$ cat config.mk
export PLATFORM = sky130hd
export DESIGN_NAME = hazard_halt_ctrl_flat
export DESIGN_NICKNAME = d
export VERILOG_FILES = /design/src/rtl/hazard_halt_ctrl_pkg.sv /design/src/rtl/hazard_halt_ctrl_if.sv /design/src/rtl/hazard_halt_ctrl_load_use.sv /design/src/rtl/hazard_halt_ctrl.sv /design/src/flat_wrapper.sv
export SDC_FILE = /design/constraint.sdc
export NUM_CORES = 1
export LEC_CHECK = 0
export ABC_AREA = 1
export ABC_CLOCK_PERIOD_IN_PS = 3400
export CAP_MARGIN = 20
export CORE_ASPECT_RATIO = 0.6
export CORE_UTILIZATION = 55
export CTS_CLUSTER_SIZE = 20
export DETAILED_ROUTE_END_ITERATION = 10
export GPL_TIMING_DRIVEN = 1
export HOLD_SLACK_MARGIN = 0.12
export PLACE_DENSITY_LB_ADDON = 0.3
export SLEW_MARGIN = 20
export SYNTH_ARGS = -nofsm -noshare
export SYNTH_HDL_FRONTEND = slang
export SYNTH_SLANG_ARGS = --single-unit
$ cat constraint.sdc
create_clock -name clk -period 3.4 [get_ports clk]
set_input_delay 0.34 -clock clk [delete_from_list [all_inputs] [get_ports clk]]
set_output_delay 0.34 -clock clk [all_outputs]
set_load 0.02 [all_outputs]
$ cat src/rtl/hazard_halt_ctrl_pkg.sv
// Shared pipeline-control definitions.
// Contents:
//   state_t          - hazard/halt controller state encoding
//   REG_ZERO         - architectural x0 index (never a real dependency)
//   DRAIN_CYCLES_DEF - default number of bubble cycles after a halt
package pipe_ctrl_pkg;

  typedef enum logic [1:0] {
    RUN    = 2'd0,
    DRAIN  = 2'd1,
    HALTED = 2'd2
  } state_t;

  localparam logic [4:0] REG_ZERO = 5'd0;

  localparam int DRAIN_CYCLES_DEF = 3;

endpackage

$ cat src/rtl/hazard_halt_ctrl_if.sv
// Bundle between the pipeline datapath and the hazard/halt controller.
// master : pipeline side; drives ID/EX status, receives enables/flushes.
// slave  : controller side; receives status, drives enables/flushes,
//          halted and the stall performance counter.
interface hazard_halt_ctrl_if #(
  parameter int CNT_W = 32
);
  logic             id_valid;
  logic [4:0]       id_rs1;
  logic [4:0]       id_rs2;
  logic             id_halt;
  logic             ex_valid;
  logic             ex_mem_read;
  logic [4:0]       ex_rd;
  logic             ex_redirect;
  logic             pc_write;
  logic             if_id_write;
  logic             if_id_flush;
  logic             id_ex_flush;
  logic             halted;
  logic [CNT_W-1:0] stall_cnt;

  modport master (
    output id_valid, id_rs1, id_rs2, id_halt,
    output ex_valid, ex_mem_read, ex_rd, ex_redirect,
    input  pc_write, if_id_write, if_id_flush, id_ex_flush, halted, stall_cnt
  );

  modport slave (
    input  id_valid, id_rs1, id_rs2, id_halt,
    input  ex_valid, ex_mem_read, ex_rd, ex_redirect,
    output pc_write, if_id_write, if_id_flush, id_ex_flush, halted, stall_cnt
  );
endinterface

$ cat src/rtl/hazard_halt_ctrl_load_use.sv
// load_use_detect: combinational load-use hazard comparator.
// Ports:
//   ex_valid, ex_mem_read, ex_rd : EX-stage instruction status
//   id_valid, id_rs1, id_rs2     : ID-stage instruction sources
//   luse                         : ID needs the result of the EX load
module load_use_detect
  import pipe_ctrl_pkg::*;
(
  input  logic       ex_valid,
  input  logic       ex_mem_read,
  input  logic [4:0] ex_rd,
  input  logic       id_valid,
  input  logic [4:0] id_rs1,
  input  logic [4:0] id_rs2,
  output logic       luse
);
  // A load targeting x0 produces nothing, so it can never cause a stall.
  assign luse = ex_valid & ex_mem_read & (ex_rd != REG_ZERO) & id_valid &
                ((ex_rd == id_rs1) | (ex_rd == id_rs2));
endmodule

$ cat src/rtl/hazard_halt_ctrl.sv
// hazard_halt_ctrl: PC / IF-ID enables and flush/bubble controls for a
// 5-stage RV32I pipeline. Handles load-use stalls, EX redirect flushes and
// the halt drain sequence, and counts load-use stall cycles (saturating).
// Ports:
//   clk  - rising-edge clock
//   rst  - synchronous active-high reset
//   bus  - hazard_halt_ctrl_if.slave (status in, controls/counter out)
module hazard_halt_ctrl
  import pipe_ctrl_pkg::*;
#(
  parameter int DRAIN_CYCLES = DRAIN_CYCLES_DEF,
  parameter int CNT_W        = 32
) (
  input  logic               clk,
  input  logic               rst,
  hazard_halt_ctrl_if.slave  bus
);
  localparam logic [3:0] DRAIN_LOAD = 4'(DRAIN_CYCLES - 1);

  state_t           fsm_reg, fsm_next;
  logic [3:0]       dcnt_reg, dcnt_next;
  logic [CNT_W-1:0] stall_cnt_reg;
  logic             stall_inc;
  logic             luse;

  logic pc_write, if_id_write, if_id_flush, id_ex_flush, halted;

  load_use_detect u_luse (
    .ex_valid    (bus.ex_valid),
    .ex_mem_read (bus.ex_mem_read),
    .ex_rd       (bus.ex_rd),
    .id_valid    (bus.id_valid),
    .id_rs1      (bus.id_rs1),
    .id_rs2      (bus.id_rs2),
    .luse        (luse)
  );

  always_comb begin
    fsm_next    = fsm_reg;
    dcnt_next   = dcnt_reg;
    stall_inc   = 1'b0;
    pc_write    = 1'b1;
    if_id_write = 1'b1;
    if_id_flush = 1'b0;
    id_ex_flush = 1'b0;
    halted      = 1'b0;
    case (fsm_reg)
      RUN: begin
        if (bus.ex_redirect) begin
          // ID holds a wrong-path instruction: its halt/hazard is moot.
          if_id_flush = 1'b1;
          id_ex_flush = 1'b1;
        end else if (luse) begin
          pc_write    = 1'b0;
          if_id_write = 1'b0;
          id_ex_flush = 1'b1;
          stall_inc   = 1'b1;
        end else if (bus.id_valid && bus.id_halt) begin
          // The halt itself enters EX as a bubble; older work drains.
          pc_write    = 1'b0;
          if_id_write = 1'b0;
          id_ex_flush = 1'b1;
          fsm_next    = DRAIN;
          dcnt_next   = DRAIN_LOAD;
        end
      end
      DRAIN: begin
        pc_write    = 1'b0;
        if_id_write = 1'b0;
        if_id_flush = 1'b1;
        id_ex_flush = 1'b1;
        if (dcnt_reg == 4'd0) begin
          fsm_next = HALTED;
        end else begin
          dcnt_next = dcnt_reg - 4'd1;
        end
      end
      HALTED: begin
        pc_write    = 1'b0;
        if_id_write = 1'b0;
        if_id_flush = 1'b1;
        id_ex_flush = 1'b1;
        halted      = 1'b1;
      end
      default: begin
        fsm_next = RUN;
      end
    endcase
  end

  always_ff @(posedge clk) begin
    if (rst) begin
      fsm_reg       <= RUN;
      dcnt_reg      <= 4'd0;
      stall_cnt_reg <= '0;
    end else begin
      fsm_reg  <= fsm_next;
      dcnt_reg <= dcnt_next;
      if (stall_inc && (stall_cnt_reg != {CNT_W{1'b1}})) begin
        stall_cnt_reg <= stall_cnt_reg + CNT_W'(1);
      end
    end
  end

  assign bus.pc_write    = pc_write;
  assign bus.if_id_write = if_id_write;
  assign bus.if_id_flush = if_id_flush;
  assign bus.id_ex_flush = id_ex_flush;
  assign bus.halted      = halted;
  assign bus.stall_cnt   = stall_cnt_reg;

endmodule

$ cat src/flat_wrapper.sv
// flat-port wrapper written by rule: the top's interface ports become plain ports
module hazard_halt_ctrl_flat import pipe_ctrl_pkg::*;
#(
  parameter int DRAIN_CYCLES = DRAIN_CYCLES_DEF,
  parameter int CNT_W        = 32
)
  (clk, rst, bus_id_valid, bus_id_rs1, bus_id_rs2, bus_id_halt, bus_ex_valid, bus_ex_mem_read, bus_ex_rd, bus_ex_redirect, bus_pc_write, bus_if_id_write, bus_if_id_flush, bus_id_ex_flush, bus_halted, bus_stall_cnt);
  hazard_halt_ctrl_if #(.CNT_W(CNT_W)) bus_i ();
  input  logic clk;
  input  logic rst;
  input wire logic [$bits(bus_i.id_valid)-1:0] bus_id_valid;
  input wire logic [$bits(bus_i.id_rs1)-1:0] bus_id_rs1;
  input wire logic [$bits(bus_i.id_rs2)-1:0] bus_id_rs2;
  input wire logic [$bits(bus_i.id_halt)-1:0] bus_id_halt;
  input wire logic [$bits(bus_i.ex_valid)-1:0] bus_ex_valid;
  input wire logic [$bits(bus_i.ex_mem_read)-1:0] bus_ex_mem_read;
  input wire logic [$bits(bus_i.ex_rd)-1:0] bus_ex_rd;
  input wire logic [$bits(bus_i.ex_redirect)-1:0] bus_ex_redirect;
  output wire logic [$bits(bus_i.pc_write)-1:0] bus_pc_write;
  output wire logic [$bits(bus_i.if_id_write)-1:0] bus_if_id_write;
  output wire logic [$bits(bus_i.if_id_flush)-1:0] bus_if_id_flush;
  output wire logic [$bits(bus_i.id_ex_flush)-1:0] bus_id_ex_flush;
  output wire logic [$bits(bus_i.halted)-1:0] bus_halted;
  output wire logic [$bits(bus_i.stall_cnt)-1:0] bus_stall_cnt;
  assign bus_i.id_valid = bus_id_valid;
  assign bus_i.id_rs1 = bus_id_rs1;
  assign bus_i.id_rs2 = bus_id_rs2;
  assign bus_i.id_halt = bus_id_halt;
  assign bus_i.ex_valid = bus_ex_valid;
  assign bus_i.ex_mem_read = bus_ex_mem_read;
  assign bus_i.ex_rd = bus_ex_rd;
  assign bus_i.ex_redirect = bus_ex_redirect;
  assign bus_pc_write = bus_i.pc_write;
  assign bus_if_id_write = bus_i.if_id_write;
  assign bus_if_id_flush = bus_i.if_id_flush;
  assign bus_id_ex_flush = bus_i.id_ex_flush;
  assign bus_halted = bus_i.halted;
  assign bus_stall_cnt = bus_i.stall_cnt;
  hazard_halt_ctrl #(.DRAIN_CYCLES(DRAIN_CYCLES), .CNT_W(CNT_W)) u_core (.clk(clk), .rst(rst), .bus(bus_i));
endmodule
# == Yosys cells after proc, flatten, opt, wreduce, memory -nomap -nowiden ==
# Index checks and enable logic that the tools add are counted.
# word_totals
regBits,38
latchBits,0
ram_bits,0
rom_bits,0
in_bits,22
wordCells,54
n_memories,0
# op_classes
n_addsub,2
mul,0
div_mod_pow,0
order_cmp,0
n_eq_ne,10
n_shift,0
muxes,24
n_bitwise,6
reduce_logical,9
# op_table
op,count
adder 32 x 1 -> 32 bit (second input constant),1
inequality test 32 bit (second input constant),1
two-way mux 4 bit,4
two-way mux 1 bit,11
== test 5 bit,2
AND reduction 5 bit,2
two-way mux 2 bit,4
one-hot mux 4 bit (2 select lines),1
inequality test 2 bit (second input constant),3
one-hot mux 1 bit (2 select lines),3
one-hot mux 2 bit (3 select lines),1
nonzero test 5 bit,1
bitwise AND 1 bit,4
logical NOT 4 bit,1
inequality test 2 x 1 -> 1 bit (second input constant),2
subtractor 4 x 1 -> 4 bit (second input constant),1
== test 2 x 1 -> 1 bit (second input constant),1
== test 2 bit (second input constant),1
logical AND 1 bit,2
logical NOT 2 bit,1
nonzero test 2 bit,1
OR reduction 2 bit,1
NOT 1 bit,1
OR 1 bit,1

# == Longest topological paths before layout ==
# Gate-level depths: netlist (run 1).
# depth
ltp_word,8
ltp_mapped,13

# == By module ==
# From an unflattened synthesis (run 1), not the netlist that was laid out.
# unflattened
cells_unflattened,427
hier_area_um2,2573.7
# modules_own_cells
mod,instances,cells_per_inst,area_each_um2,seq_area_each_um2
hazard_halt_ctrl,1,382,2374.8,760.7
load_use_detect,1,45,198.9,0.0

# == Least setup slack after synthesis (run 1) ==
# Ideal clock, no wire load.
# synth_timing
path_kind,reg2reg
from,"register u_core.stall_cnt_reg[1], in the netlist u_core.bus.stall_cnt[1]"
to,"register u_core.stall_cnt_reg[20], in the netlist u_core.bus.stall_cnt[20]"
arrival_ns,1.741
t_required_ns,3.285
setup_slack_ns,1.544
stages_incl_launch_ff,12
n_path_buf,1
period_less_slack_ns,1.856
path_cell_list,dfxtp_1 -> ha_1 -> nand2_1 -> nor2_4 -> nand3_2 -> nor2_4 -> nand2_2 -> nor2_4 -> nor2_4 -> buf_6 -> a21oi_1 -> nor2_1
# synth_via
elab_chain_len,2
word_cells_on_any_way,3
# synth_lines
item,line_no,text
"start, declared",hazard_halt_ctrl.sv:22,logic [CNT_W-1:0] stall_cnt_reg;
"start signal, assigned",hazard_halt_ctrl.sv:100,stall_cnt_reg <= stall_cnt_reg + CNT_W'(1);
branches (longest 2 deep; another with adder 32 x 1 -> 32 bit),--,
# Several ways; the timed one is not identified.
# A chain may end at the register's enable or synchronous reset.

# == Worst setup path after layout (run 1) ==
# layout_timing
from,input bus_ex_rd[1]
to,output bus_id_ex_flush
# layout_via
elab_chain_len,7
word_cells_on_any_way,10
# layout_lines
item,line_no,text
"start, declared",flat_wrapper.sv:17,input wire logic [$bits(bus_i.ex_rd)-1:0] bus_ex_rd;
nonzero test 5 bit,hazard_halt_ctrl_load_use.sv:18,assign luse = ex_valid & ex_mem_read & (ex_rd != REG_ZERO) & id_valid &
bitwise AND 1 bit (2 in series),hazard_halt_ctrl_load_use.sv:18,
bitwise AND 1 bit (*),hazard_halt_ctrl_load_use.sv:18,
two-way mux 1 bit (*),hazard_halt_ctrl.sv:53,end else if (luse) begin
two-way mux 1 bit (*),hazard_halt_ctrl.sv:49,if (bus.ex_redirect) begin
one-hot mux 1 bit (2 select lines) (*),hazard_halt_ctrl.sv:47,case (fsm_reg)
"end, declared",flat_wrapper.sv:22,output wire logic [$bits(bus_i.id_ex_flush)-1:0] bus_id_ex_flush;
# Every way passes the cells marked *; elsewhere a longest branch is shown, timed or not.

==> results of run 1 <==
## area by class of cell
class / instances / area [µm²]
sequential: 38 / 761
multi-input combinational: 329 / 1640
tap: 63 / 78.8
clock buffer: 6 / 82.6
timing repair buffer: 60 / 596
inverter: 42 / 158
fill: 384 / 1210
clock inverter: 2 / 60.1
## layout by cell type (no fill, tap or decap)
master / netlist / routed
a21oi_1: 35 / 35
a22oi_1: 1 / 1
a31oi_1: 2 / 2
and3_1: 1 / 1
buf_4: 3 / 2
bufinv_16: 0 / 2
clkbuf_8: 0 / 6
clkdlybuf4s50_1: 0 / 58
dfxtp_1: 38 / 38
ha_1: 7 / 7
inv_1: 37 / 37
inv_2: 5 / 5
nand2_1: 138 / 138
nand2_2: 2 / 2
nand3_1: 22 / 22
nand3_2: 2 / 2
nand3b_1: 3 / 3
nand4_1: 11 / 11
nand4_2: 1 / 1
nor2_1: 56 / 56
nor2_2: 4 / 4
nor2_4: 4 / 4
nor3_1: 9 / 9
nor3_2: 2 / 2
nor3_4: 1 / 1
nor3b_1: 2 / 2
nor4_1: 3 / 3
o21ai_0: 1 / 1
o21bai_1: 1 / 1
or2_2: 1 / 1
xnor2_1: 5 / 5
xor2_1: 15 / 15
## worst max-delay path: stages
cell             delay [ns]
clkdlybuf4s50_1        0.55
inv_2                  0.05
nand2_1                0.06
nand2_1                0.05
nor2_1                 0.12
nand3_1                0.09
nand2_1                0.14
nand2_1                0.08
nand2_1                0.08
o21ai_0                0.07
a21oi_1                0.13
clkdlybuf4s50_1        0.61
## report_power, final
| part | total, mW | internal [mW] | switching [mW] |
|---|---|---|---|
| sequential | 0.508 | 0.480 | 0.0277 |
| combinational | 0.527 | 0.221 | 0.306 |
| clock | 0.482 | 0.313 | 0.169 |
| total | 1.52 | 1.01 | 0.503 |
## per-layer routing
| layer | GRT usage, % | vias up |
|---|---|---|
| li1 | - | 1447 |
| met1 | 40.2 | 1303 |
| met2 | 44.3 | 116 |
| met3 | 5.19 | 13 |
| met4 | 8.84 | 0 |
| met5 | 0 | - |
## synth_stat cells
cell type and count:
a21oi_1 35, a22oi_1 1, a31oi_1 2, and3_1 1
buf_2 1, buf_4 3, buf_6 4, clkbuf_1 2
dfxtp_1 38, ha_1 7, inv_1 37, inv_2 5
nand2_1 138, nand2_2 2, nand3_1 22, nand3_2 2
nand3b_1 3, nand4_1 11, nand4_2 1, nor2_1 56
nor2_2 4, nor2_4 4, nor3_1 9, nor3_2 2
nor3_4 1, nor3b_1 2, nor4_1 3, o21ai_0 1
o21bai_1 1, or2_2 1, xnor2_1 5, xor2_1 15
## worst max-delay path by stage
stage                                     endpoint  slack, ns  depth (start not counted)
after CTS                          bus_id_ex_flush       0.67                         12
after floorplan           u_core.bus.stall_cnt[20]       1.54                         11
after global routing               bus_id_ex_flush       0.47                         12
after global placement             bus_id_ex_flush       0.78                         12
final                              bus_id_ex_flush       0.67                         12
after detailed placement           bus_id_ex_flush       0.67                         12
## through the flow
| step | worst slack [ns] | hold slack (ns) | instance area [µm²] |
|---|---|---|---|
| after floorplan | 1.54 | 0.409 | 2640 |
| after global placement | 0.782 | 0.510 | 3240 |
| after detailed placement | 0.668 | 0.516 | 3240 |
| after CTS | 0.667 | 0.529 | 3380 |
| after global routing | 0.470 | 0.546 | 3380 |
| final | 0.673 | 0.532 | 3380 |
## kinds of logic (layout without fill, tap and decap cells)
family	Yosys count	in the layout	share of synthesized area (%)
AO/OA/AOI/OAI	40	40	7.86
XOR/XNOR	20	20	6.63
adder cells (fa/ha/maj)	7	7	3.32
buffers and inverters	52	110	9.00
flip-flops	38	38	28.8
AND/OR/NAND/NOR	262	262	44.4
==> flow_summary_export.csv, run 1 <==
group,metric,value,unit
routing,firstDrtPassIters,4,
die,coreArea,4590,µm²
clocking,clock_latency,0.30,ns
clocking,clkTransAtPathRegs,0.07,ns
worst_setup_path,ff2ff_path_depth,9,
final_layout,area_growth_syn_to_layout,27.9,%
yosys,synth_largest_area_cell,"dfxtp_1",
timing,min_period,2.73,ns
pwr,vdd_drop_max,0.416,mV
min_path,holdCritStartpoint,"u_core.bus.stall_cnt[13]",
pwr,leakage,1.34,nW
routing,wl_met1,3280,µm
yosys,yosysWarnings,0,
yosys,synth.yosys.seq_area_share,28.8,%
routing,top_layer,"met4",
timing,final.setup.tns,0,ns
worst_setup_path,critPathRequiredTime,3.06,ns
place,place_inst,532,
worst_setup_path,r2r_end,"u_core.bus.stall_cnt[28]",
yosys,synth.cell_area,2640,µm²
routing,final_antenna_net_count,0,
yosys,synth_area_leaders,"dfxtp_1, nand2_1, nor2_1",
timing,setup_viol,0,
die,initial_core_util,57.6,%
routing,wl_per_cell,12.8,µm
routing,first_iter_violations,195,
timing,fin_skew,0.00554,ns
worst_setup_path,ff2ff_setup_slack,1.17,ns
routing,wl,6910,µm
timing,finalCritPeriodShare,80.2,%
final_layout,n_antenna_cell,0,
clocking,cts_max_path_buffers,2,
die,die_area,5090,µm²
clocking,htree_levels,2,
place,io_buffers,58,
routing,dr_wl_met3,558,µm
clocking,root_buffer,"clkbuf_8",
timing,rsz0062_at_grt,"false",
status,status,"complete, no violations",
worst_setup_path,critPathCaptureType,"output port",
clocking,postCtsSetupRepairBufs,0,
final_layout,drive_gt1_share,6.71,%
grt,grt_max_degree,42,
min_path,hp-class,"reg -> reg",
grt,grt_util_all_layers,28.5,%
grt,gr-total-overflow,0,
routing,met2_length,2960,µm
yosys,ys_types,32,
pwr,power.total,1.52,mW
die,rows,19,
clocking,clock_sinks,38,
yosys,syn-instance-count,419,
min_path,hold_end,"u_core.bus.stall_cnt[13]",
grt,grt_pass1_wl,11600,µm
die,die_y,55.7,µm
timing,hold_violations,0,
die,io_pins,59,
clocking,postCtsHoldBufs,0,
clocking,cts_resized,0,
final_layout,largest_reg_flops,32,
worst_setup_path,crit_arrival,2.39,ns
routing,vias,2879,
clocking,cts_buffers,5,
yosys,syn_avg_cell_area,6.30,µm²
grt,antenna_found_initial,0,
final_layout,postLayoutCoreUtil,73.6,%
timing,worst_pin_slew,0.630,ns
routing,drc_errors,0,
worst_setup_path,cp-startpoint,"bus_ex_rd[1]",
die,die_w,91.5,µm
worst_setup_path,cp-start-kind,"input port",
routing,vias_per_cell,5.33,
yosys,netlist.area_leader.share,28.8,%
final_layout,finalNetCount,505,
yosys,synth_nets,448,
worst_setup_path,cp_max_fo,4,
timing,slew_headroom,57.9,%
min_path,min_path_cells,2,
place,gp_congestion,0.952,
clocking,cts_tree,"yes",
timing,fmax,367,MHz
worst_setup_path,critPathKind,"in -> out",
timing,final_max_slew_viol_count,0,
grt,grt_pass1_vias,2585,
job,maxCapViolations,0,
final_layout,layout.cells.non_filler,540,
worst_setup_path,r2r-start,"u_core.bus.stall_cnt[1]",
pwr,p_per_area,449,nW/µm²
yosys,ys_ff_latch,38,
place,dpl.hpwl,5240,µm
No activity file was read; power rests on OpenSTA's default activity.
==> inputs of run 2 (changes only) <==
--- a/config.mk
+++ b/config.mk
@@ -6,10 +6,10 @@
 export NUM_CORES = 1
 export LEC_CHECK = 0
 export ABC_AREA = 1
-export ABC_CLOCK_PERIOD_IN_PS = 3400
+export ABC_CLOCK_PERIOD_IN_PS = 2700
 export CAP_MARGIN = 20
 export CORE_ASPECT_RATIO = 0.6
-export CORE_UTILIZATION = 55
+export CORE_UTILIZATION = 51
 export CTS_CLUSTER_SIZE = 20
 export DETAILED_ROUTE_END_ITERATION = 10
 export GPL_TIMING_DRIVEN = 1
==> constraint.sdc (replaced) <==
create_clock -name clk -period 2.7 [get_ports clk]
set_input_delay 0.27 -clock clk [delete_from_list [all_inputs] [get_ports clk]]
set_output_delay 0.27 -clock clk [all_outputs]
set_load 0.02 [all_outputs]
==> flow_summary_export.csv, run 2 (synthesized netlist as in run 1, its figures left out) <==
group,metric,value,unit
timing,final_max_slew_viol_count,0,
pwr,p_per_area,510,nW/µm²
final_layout,fill_cells,426,
pwr,clkPwrFrac,24.2,%
routing,vias_per_cell,5.21,
final_layout,finalNetCount,506,
pwr,swShare,36.7,%
pwr,power.total,1.71,mW
grt,grt_max_degree,42,
job,maxCapViolations,0,
timing,fin_skew,0.00558,ns
die,initial_core_util,55.3,%
final_layout,mostFrequentLayoutCells,"nand2_1, clkdlybuf4s50_1, nor2_1",
die,io_pins,59,
timing,min_period,2.49,ns
timing,setup_viol,0,
grt,gr-total-overflow,0,
worst_setup_path,cp_max_fo,5,
timing,slew_headroom,56.1,%
timing,worst_pin_slew,0.654,ns
clocking,cts_tree,"yes",
clocking,cts_buffers,5,
final_layout,drive_gt1_share,6.90,%
place,dpl.hpwl,5140,µm
grt,grt_util_all_layers,26.1,%
pwr,vdd_drop_max,0.506,mV
routing,wl_per_cell,12.4,µm
grt,antenna_found_initial,0,
place,placed_area,3260,µm²
pwr,combPwrFrac,38.5,%
min_path,hp-class,"reg -> reg",
die,rows,19,
place,io_buffers,58,
clocking,clock_sinks,38,
timing,fmax,402,MHz
routing,wl,6730,µm
grt,grt_pass1_vias,2478,
final_layout,area_growth_syn_to_layout,27.0,%
timing,final.setup.tns,0,ns
pwr,leakage,1.33,nW
worst_setup_path,cp-start-kind,"input port",
place,gp_congestion,0.961,
pwr,seq_power_share,37.3,%
worst_setup_path,critPathKind,"in -> out",
routing,first_iter_violations,153,
clocking,clock_latency,0.30,ns
pwr,p_sw,0.628,mW
routing,firstDrtPassIters,5,
clocking,postCtsHoldBufs,0,
die,coreArea,4780,µm²
clocking,clkTransAtPathRegs,0.07,ns
die,die_w,94.9,µm
final_layout,ff_latch_area,761,µm²
timing,hold_violations,0,
clocking,root_buffer,"clkbuf_8",
timing,rsz0062_at_grt,"false",
pwr,intPower,1.08,mW
final_layout,multiInputGateArea,1640,µm²
worst_setup_path,critPathCaptureType,"output port",
worst_setup_path,crit_arrival,2.22,ns
final_layout,postLayoutCellArea,3350,µm²
status,status,"complete, no violations",
timing,hold_slack,0.526,ns
final_layout,n_antenna_cell,0,
clocking,cts_max_path_buffers,2,
grt,grt_pass1_wl,11100,µm
timing,finalCritPeriodShare,92.2,%
clocking,htree_levels,2,
routing,vias,2818,
worst_setup_path,critPathRequiredTime,2.43,ns
final_layout,final_common_cell,"nand2_1",
final_layout,largest_reg_flops,32,
die,die_y,57.7,µm
routing,drc_errors,0,
routing,final_antenna_net_count,0,
die,die_area,5480,µm²
## run 2: cell types whose count changed in the layout (fill, tap and decap cells not counted), sizes merged
cell,delta
buf,+1
bufinv,-2
clkdlybuf4s50,-1
clkinv,+1
clkinvlp,+1
dlymetal6s2s,+1
## run 2: power by group through the flow
| stage | registers, mW | clock network [mW] | logic, mW |
|---|---|---|---|
| final | 0.638 | 0.414 | 0.659 |
| after global routing | 0.644 | 0.446 | 0.753 |
| after CTS | 0.637 | 0.417 | 0.663 |
| after detailed placement | 0.650 | 0 | 0.659 |
| after global placement | 0.649 | 0 | 0.639 |
| after floorplan | 0.643 | 0 | 0.460 |
## run 2: what timing repair did
action                     in CTS  in global routing
resized for setup               0                  1
setup endpoints to repair       0                  1
buffers inserted                0                  0
## run 2: layer usage
metal  track usage (%)  vias to the layer above  part of all wire [%]
met3              6.82                        9                   8.3
li1                  -                     1453                     -
met2              41.0                       84                    43
met4              6.49                        0                  0.88
met5              5.56                        -                     0
met1              35.4                     1272                    48
## run 2: area by class of cell
class	count	share of cell area [%]
clock buffers	6	2.46
flip-flops and latches	38	22.7
well taps	63	2.35
clock inverters	2	0.373
multi-input cells	329	49.0
repair buffers	61	18.4
inverters	42	4.70
## run 2: path summary, 6_finish.rpt
kind	from	end	slack, ns	cells after the start
min	u_core.bus.stall_cnt[11]	u_core.bus.stall_cnt[11]	0.53	2
min reg2reg	u_core.bus.stall_cnt[11]	u_core.bus.stall_cnt[11]	0.53	2
max	bus_ex_rd[0]	bus_if_id_write	0.21	10
max reg2reg	u_core.bus.stall_cnt[1]	u_core.bus.stall_cnt[19]	0.60	10
## run 2: through the flow
step           util (%)  cells  worst slack, ns
2_1_floorplan         -    419            0.844
3_3_place_gp       68.1    533            0.217
3_5_place_dp       68.1    533            0.158
4_1_cts            70.1    541            0.151
5_1_grt            70.2    541           0.0403
6_report           70.2    541            0.210
## run 2: worst max-delay path: stages
cell and delay, ns:
clkdlybuf4s50_1 0.55, nor2_1 0.07, nor2_1 0.10, nor2_1 0.05, nand3_1 0.06, nand2_1 0.10
nand2_1 0.09, nand2_1 0.07, a22oi_1 0.20, clkdlybuf4s50_1 0.66
==> RTL change (settings of run 2) <==
Reset style: asynchronous (`rst`), changed in one clocked block. Comments in the files are not updated.
--- a/src/rtl/hazard_halt_ctrl.sv
+++ b/src/rtl/hazard_halt_ctrl.sv
@@ -90,3 +90,3 @@
 
-  always_ff @(posedge clk) begin
+  always_ff @(posedge clk or posedge rst) begin
     if (rst) begin
Behaviour: differs if rst is asserted again (counterexample within 4 cycles, from zero or initial values and one cycle with rst high); with rst held inactive, the same outputs for 10 cycles.
==> RTL change against run 2 <==
Synthesized area is 4.5% higher. Setup slack better by 13 ps. Power up 5.1%. Synthesized cell count is 1.2% lower. Combinational power fell by 2%. Global-route usage grew 0.86 points. Hold slack worse by 140 ps. Core utilization decreased by 2.1 points. Design area is 4.2% higher. Highest routed layer unchanged. Sequential cell count did not move. Cell count decreased by 0.18%. First-iteration DRC count up 46%. Routed wire length increased by 6.8%. Critical endpoint unchanged.
==> RTL change: results (changes against run 2) <==
metric	value	unit	change
Max-slew headroom	67.6	%	+12 points
Lkg Pwr	1.72	nW	+30%
max incr delay on CP	640	ps	-20 ps
first-pass GRT wire length	12100	µm	+8.4%
register area share after synthesis	34.5	%	+5.6 points
status	completed		
layout cells sized above 1	5.49	%	-1.4 points
Via density	4.98		-4.4%
grt met1 use	40.7	%	+5.3 points
synth unique cells	25		-22%
vias in the first global route	2507		+1.2%
fillcell total	471		+11%
largest net degree at the start of global routing	39		-7.1%
Hold WC Path Type	primary input to async pin		
All-Layer GR Usage	27.0	%	+0.86 points
M3 GR Usage	4.72	%	-2.1 points
syn_nets	443		-1.1%
ys async rst share	100	%	+100 points
dominant synthesized flop cell	dfrtp_1		
most common library cells after synthesis	186 x nand2_1, 45 x nor2_1, 41 x inv_1		
ranking of synthesized cells by area	dfrtp_1 34%, nand2_1 25%, xor2_1 7.0%		
GPL Wtd Cong	0.938		-2.4%
DR iter-0 viols	223		+46%
total wire length	7180	µm	+6.8%
drt first pass iters	4		-1
-- RTL change: changes by cell type in the layout (fill, tap and decap cells not counted), sizes merged, moves of 14 or more --
cell,change
dfrtp,+38
nor2,-14
dfxtp,-38
a21oi,-33
nand2,+49
-- RTL change: metal layers --
layer / up-vias / wire length, µm
met4: 0 / 31
met5: - / 0
li1: 1381 / -
met2: 78 / 3000
met1: 1226 / 3640
met3: 4 / 509
-- RTL change: final timing paths --
path                                          from                        to  slack, ps  depth (start not counted)
min                                            rst  u_core.bus.stall_cnt[13]        390                          3
max reg2reg                u_core.bus.stall_cnt[0]   u_core.bus.stall_cnt[1]        740                         10
max in group asynchronous                      rst   u_core.bus.stall_cnt[5]       1980                          3
min in group clk                u_core.dcnt_reg[1]        u_core.dcnt_reg[1]        530                          2
min reg2reg                     u_core.dcnt_reg[1]        u_core.dcnt_reg[1]        530                          2
max                                   bus_ex_rd[0]           bus_if_id_write        220                          9
-- RTL change: critical path: cells and delay by family --
kind | cells | cell delay (ps)
buf+inv | 3 | 1200
compound gates | 2 | 300
simple gates | 4 | 450
-- RTL change: power breakdown --
group          internal (W)  switching [W]  leakage [nW]
clock network      0.000275       0.000216        0.0504
logic              0.000276       0.000372          1.15
registers          0.000614      0.0000471         0.524
-- RTL change: final cells by class --
| class | instances | area [µm²] | share of cell area (%) |
|---|---|---|---|
| clock buffer | 5 | 68.8 | 1.97 |
| multi-input combinational | 325 | 1590 | 45.4 |
| inverter | 42 | 158 | 4.51 |
| sequential | 38 | 951 | 27.2 |
| timing repair buffer | 61 | 603 | 17.3 |
| clock inverter | 3 | 45.0 | 1.29 |
| tap | 66 | 82.6 | 2.36 |
-- RTL change: cell families after synthesis --
logic type      count (synthesis)  share of synthesized area, %
compound gates                  6                          1.41
xor+xnor                       33                          10.5
fa+ha+maj                       7                          3.17
buf+inv                        51                          8.07
flops                          38                          34.5
simple gates                  279                          42.4
-- RTL change: metrics by stage --
stage	util [%]	total power [W]	cells
floorplan	-	0.00110	414
global placement	65.9	0.00129	532
detailed placement	65.9	0.00132	532
CTS	68.1	0.00181	540
global route	68.1	0.00193	540
finish	68.1	0.00180	540
